File: config.mk
export PLATFORM = sky130hd
export DESIGN_NAME = mac_sequencer
export DESIGN_NICKNAME = d
export VERILOG_FILES = /design/src/rtl/cfu_pkg.sv /design/src/rtl/mac_sequencer.sv
export SDC_FILE = /design/constraint.sdc
export NUM_CORES = 1
export LEC_CHECK = 0
export ABC_AREA = 1
export BUFFER_PORTS_ARGS = -buffer_cell sky130_fd_sc_hd__buf_2
export CAP_MARGIN = 15
export CORE_MARGIN = 2
export CORE_UTILIZATION = 30
export CTS_BUF_LIST = sky130_fd_sc_hd__clkbuf_16
export DETAILED_ROUTE_END_ITERATION = 7
export PLACE_DENSITY = 0.58
export SYNTH_ARGS = -nofsm -noshare
export SYNTH_HDL_FRONTEND = slang
export SYNTH_SLANG_ARGS = --single-unit
File: constraint.sdc
create_clock -name clk -period 2.8 [get_ports clk]
set_input_delay 0.7 -clock clk [delete_from_list [all_inputs] [get_ports clk]]
set_output_delay 0.7 -clock clk [all_outputs]
set_load 0.05 [all_outputs]
File: src/rtl/cfu_pkg.sv
// Shared CFU types: sequencer state encoding and buffer word/address types.
`timescale 1ns/1ps
package cfu_pkg;

  localparam int CFU_ADDR_W = 10;
  localparam int CFU_DATA_W = 32;

  typedef enum logic [2:0] {
    IDLE,
    CLEAR,
    ISSUE,
    DRAIN,
    RESP
  } seq_state_e;

  typedef logic [CFU_DATA_W-1:0] word_t;
  typedef logic [CFU_ADDR_W-1:0] addr_t;

endpackage

File: src/rtl/mac_sequencer.sv
// MAC sequencer: streams one input/weight word pair per cycle into the SIMD MAC
// for a single dot-product job, then returns the accumulator on a valid/ready port.
`timescale 1ns/1ps
module mac_sequencer
  import cfu_pkg::*;
#(
  parameter int ADDR_W  = CFU_ADDR_W,
  parameter int DATA_W  = CFU_DATA_W,
  parameter int MAC_LAT = 1
) (
  input  logic              clk,
  input  logic              reset_n,
  input  logic              cmd_valid,
  output logic              cmd_ready,
  input  logic [ADDR_W-1:0] cmd_in_base,
  input  logic [ADDR_W-1:0] cmd_wt_base,
  input  logic [ADDR_W:0]   cmd_len,
  input  logic              cmd_clear,
  input  logic              abort,
  output logic              in_rd_en,
  output logic [ADDR_W-1:0] in_rd_addr,
  input  logic [DATA_W-1:0] in_rd_data,
  output logic              wt_rd_en,
  output logic [ADDR_W-1:0] wt_rd_addr,
  input  logic [DATA_W-1:0] wt_rd_data,
  output logic              mac_clear,
  output logic              mac_en,
  output logic [DATA_W-1:0] mac_a,
  output logic [DATA_W-1:0] mac_b,
  input  logic [31:0]       mac_acc,
  output logic              rsp_valid,
  input  logic              rsp_ready,
  output logic [31:0]       rsp_result,
  output logic              busy
);

  // Drain counter only has to reach MAC_LAT (DRAIN lasts MAC_LAT+1 cycles).
  localparam int DRAIN_W = (MAC_LAT < 2) ? 1 : $clog2(MAC_LAT + 1);
  localparam logic [DRAIN_W-1:0] DRAIN_LAST = DRAIN_W'(MAC_LAT);

  seq_state_e          state, state_nxt;
  logic [ADDR_W-1:0]   in_base, wt_base;
  logic [ADDR_W:0]     len, idx, idx_inc;
  logic [DRAIN_W-1:0]  drain_cnt;
  logic                mac_en_q;
  logic                accept, issue_last, drain_last, len_zero;

  assign accept     = cmd_valid & cmd_ready;
  assign idx_inc    = idx + (ADDR_W+1)'(1);
  assign issue_last = (idx_inc == len);
  assign drain_last = (state == DRAIN) && (drain_cnt == DRAIN_LAST);
  assign len_zero   = (len == '0);

  // Operands go straight from the buffers; the read issued last cycle lands now.
  assign mac_a      = in_rd_data;
  assign mac_b      = wt_rd_data;
  assign mac_en     = mac_en_q;
  assign wt_rd_en   = in_rd_en;
  assign in_rd_addr = in_rd_en ? in_base + idx[ADDR_W-1:0] : '0;
  assign wt_rd_addr = in_rd_en ? wt_base + idx[ADDR_W-1:0] : '0;
  assign busy       = (state != IDLE);
  assign rsp_valid  = (state == RESP);

  // State register.
  always_ff @(posedge clk or negedge reset_n) begin
    if (!reset_n) state <= IDLE;
    else          state <= state_nxt;
  end

  // Next state and per-state strobes; abort kills strobes in the same cycle.
  always_comb begin
    state_nxt = state;
    cmd_ready = 1'b0;
    in_rd_en  = 1'b0;
    mac_clear = 1'b0;
    unique case (state)
      IDLE: begin
        cmd_ready = 1'b1;
        if (cmd_valid) begin
          if (cmd_clear)            state_nxt = CLEAR;
          else if (cmd_len != '0)   state_nxt = ISSUE;
          else                      state_nxt = DRAIN;
        end
      end
      CLEAR: begin
        mac_clear = ~abort;
        state_nxt = len_zero ? DRAIN : ISSUE;
      end
      ISSUE: begin
        in_rd_en = ~abort;
        if (issue_last) state_nxt = DRAIN;
      end
      DRAIN: if (drain_last) state_nxt = RESP;
      RESP:  if (rsp_ready)  state_nxt = IDLE;
      default: state_nxt = IDLE;
    endcase
    if (abort && state != IDLE) state_nxt = IDLE;
  end

  // Job registers, index/drain counters, mac_en delay and result capture.
  always_ff @(posedge clk or negedge reset_n) begin
    if (!reset_n) begin
      in_base    <= '0;
      wt_base    <= '0;
      len        <= '0;
      idx        <= '0;
      drain_cnt  <= '0;
      mac_en_q   <= 1'b0;
      rsp_result <= '0;
    end else begin
      if (accept) begin
        in_base <= cmd_in_base;
        wt_base <= cmd_wt_base;
        len     <= cmd_len;
        idx     <= '0;
      end else if (in_rd_en) begin
        idx <= idx_inc;
      end
      drain_cnt <= (state == DRAIN && !drain_last) ? drain_cnt + DRAIN_W'(1) : '0;
      // in_rd_en is already low under abort, so an aborted issue never reaches the MAC.
      mac_en_q  <= in_rd_en;
      if (drain_last && !abort) rsp_result <= mac_acc;
    end
  end

endmodule

==> results.py <==
metrics = {
    "sta": {
        "setup_viol": 4,
        "fin_skew_ps": 10.7,
        "tightest_slew_ps": 476,
        "hold_violations": 0,
        "final.setup.worst_slack_ps": -207,
        "period_minus_slack_ps": 3010,
        "clock.fmax_mhz": 333,
        "final.period_utilization_pct": 107,
        "relSlewSlack_pct": 68.2,
        "drv_slew": 0,
        "rsz0062_at_grt": "yes",
    },
    "power": {
        "p_leak_nw": 3.03,
        "switching_share_pct": 47.5,
        "power.density_nw_per_um2": 1180,
        "clockPowerShare_pct": 16.2,
        "power_mw": 7.27,
        "peakVddDrop_v": 0.000678,
        "p_comb_share_pct": 56.4,
        "power_frac_seq_pct": 27.3,
        "p_sw_mw": 3.45,
        "p_int_mw": 3.82,
    },
    "placed_design": {
        "gp_congestion": 0.856,
        "placed_cell_area_um2": 5390,
        "place_inst": 832,
        "post-place-ws_ps": 21.6,
        "place_hpwl_mm": 9.25,
        "port_buffers": 127,
    },
    "clock_network": {
        "clock_latency_ps": 340,
        "cts_buffer_depth": 2,
        "cts_buffers": 9,
        "hold_buffers": 0,
        "cts-htree-levels": 3,
        "cts-root-buf": "clkbuf_16",
        "cts_sinks": 79,
        "path_clk_slew_ps": 60,
        "cts_tree": "done",
    },
    "drt": {
        "wl_mm": 12.6,
        "drc_errors": 0,
        "ant_nets": 0,
        "firstDrtPassIters": 4,
        "vias": 3956,
        "routed_via_density": 4.63,
        "wl_per_cell_um": 14.8,
        "drt_iter0_drc": 106,
    },
    "yosys": {
        "syn-cell-area_um2": 4790,
        "synthMuxAreaShare_pct": 11.7,
        "synth_compound_area_share_pct": 9.53,
        "avgSynthCellArea_um2": 8.86,
        "synth_cells": 541,
        "ys_ff_latch": 79,
        "yosys.area_share.simple_pct": 15.1,
        "synth_top_family_by_area": "buffers and inverters",
        "synth_xor_area_share_pct": 0.548,
        "synth_fa_ha_area_share_pct": 5.79,
        "ys_seq_area_share_pct": 41.2,
        "synth_cell_types": 31,
        "syn_nets": 695,
        "ys_warn_count": 0,
    },
    "floorplan": {
        "io_pins": 256,
        "row_count": 46,
        "fp.dieW_um": 130,
        "core_um2": 15800,
        "initial_utilization_pct": 30.4,
        "die_h_um": 130,
        "die_area_um2": 17000,
    },
    "cells_and_area": {
        "nNetsFinal": 788,
        "antenna_cells": 0,
        "drive_above_1_share_pct": 46.2,
        "fillers": 1624,
        "areaGrowthSynthToFinish_pct": 28.2,
        "final_core_util_pct": 39.0,
        "fin_cells": 855,
        "finalInstanceArea_um2": 6140,
    },
    "outcome": {
        "status": "finished with violations",
        "failed_checks": "negative setup slack",
    },
    "setup_path": {
        "worstSetupPathType": "reg2out",
        "rrSetupSlack_ps": 870,
        "worstPathArrival_ps": 2310,
        "regToRegStartpoint": "idx[0]",
        "critPathMaxFanout": 3,
        "regToRegEndpoint": "state[1]",
        "end_kind": "output port",
        "cp.required_ps": 2100,
        "reg2reg_depth": 12,
        "worstSetupStartpointType": "flop",
    },
    "job": {
        "cap_violations": 0,
    },
    "hold_path": {
        "min_path_type": "in2async",
    },
    "global_route": {
        "grt_max_degree": 46,
        "grt_pass1_vias": 4021,
        "antenna_found_initial": 1,
        "grt_overflow": 0,
        "grt_usage_pct": 15.2,
        "grt_pass1_wl_mm": 19.8,
    },
}
-- metal layers --
layer	GRT usage, %	wire (um)
met5	0	11
met1	16.5	4930
met2	25.7	6060
met4	6.82	414
met3	6.80	1220
-- cell type report --
cell class	count	area, um^2	share of cell area, %
multi-input cells	325	2390	38.9
flip-flops and latches	79	1990	32.3
repair buffers	157	966	15.7
well taps	216	270	4.40
inverters	62	238	3.87
clock buffers	9	225	3.67
clock inverters	7	72.6	1.18
-- Yosys cell counts --
cell	number	area, um^2
nand2_1	82	308
dfrtp_1	79	1980
buf_4	66	495
inv_1	61	229
mux2_2	50	563
o21ai_0	38	190
nor2_1	32	120
a21oi_1	31	155
nand3_1	31	155
ha_1	19	238
o22ai_1	9	56.3
buf_2	6	30.0
nand3b_1	4	30.0
clkbuf_1	3	11.3
nand4_1	3	18.8
nor3_1	3	15.0
nor4_1	3	18.8
o2111ai_1	3	26.3
xor2_1	3	26.3
fa_1	2	40.0
nand2_2	2	12.5
nor2_2	2	12.5
a21o_1	1	7.51
a31oi_1	1	6.26
and2_1	1	6.26
inv_2	1	3.75
nor2_4	1	11.3
nor3_2	1	10.0
o211ai_1	1	7.51
o21bai_1	1	7.51
or2_2	1	6.26
-- worst max path at each step --
| stage | startpoint | end | slack, ps |
|---|---|---|---|
| after floorplan | idx[0] | wt_rd_addr[8] | -70 |
| after global placement | idx[0] | wt_rd_addr[8] | 40 |
| after detailed placement | idx[0] | in_rd_addr[8] | 20 |
| after CTS | idx[0] | in_rd_addr[8] | -200 |
| after global routing | idx[0] | wt_rd_addr[8] | -380 |
| final | idx[0] | wt_rd_addr[8] | -210 |
-- metrics by stage --
step | hold slack (ps) | setup TNS, ps
6_report | 312 | -481
5_1_grt | 341 | -1590
4_1_cts | 317 | -526
3_5_place_dp | 436 | 0
3_3_place_gp | 437 | 0
2_1_floorplan | 404 | -121
-- cell usage in the layout (no fill, tap or decap), drive strengths merged, types with 2 or more instances in the layout --
cell type	netlist	layout
buf	72	154
nand2	84	84
dfrtp	79	79
inv	62	64
mux2	50	50
o21ai	38	38
nor2	35	35
nand3	31	31
a21oi	31	31
ha	19	19
clkbuf	3	12
o22ai	9	9
nand3b	4	4
nor3	4	4
xor2	3	3
nor4	3	3
nand4	3	3
o2111ai	3	3
clkinv	0	3
fa	2	2
-- logic make-up after synthesis --
logic type	count (synthesis)
flip-flops	79
AND/OR/NAND/NOR	166
XOR/XNOR	3
buffers and inverters	137
adder cells (fa/ha/maj)	21
AO/OA/AOI/OAI	85
multiplexers	50
-- state kept, by name, indices dropped and copies added (netlist names) --
name        cells
rsp_result     32
idx            11
len            11
in_base        10
wt_base        10
state           3
drain_cnt       1
mac_en          1
-- power by group through the flow --
| stage | logic [mW] | clock network (mW) | registers [mW] |
|---|---|---|---|
| 6_report | 4.10 | 1.18 | 1.99 |
| 5_1_grt | 4.45 | 1.27 | 2.05 |
| 4_1_cts | 3.84 | 1.23 | 1.98 |
| 3_5_place_dp | 3.51 | 0 | 1.93 |
| 3_3_place_gp | 3.51 | 0 | 1.92 |
| 2_1_floorplan | 2.32 | 0 | 2.39 |
-- worst max-delay path, stage by stage, from the launching register on --
cell     delay (ps)
dfrtp_1         400
ha_2            210
inv_2            40
fa_2            330
inv_2            70
nand3_2          70
nand2_2          80
nand2_1          50
nand2_1          70
a21oi_2          60
o21ai_1         110
nand2_1          80
nand3_1          80
nand2_1          60
nor2_2           90
buf_6           160
-- what timing repair did --
item,CTS,global route
endpoints found under the setup margin,16,16
setup buffers,2,6
resized for setup,70,30
pin swaps,11,20
gates cloned,0,0
Note: power is estimated with default switching activity, not from simulation.
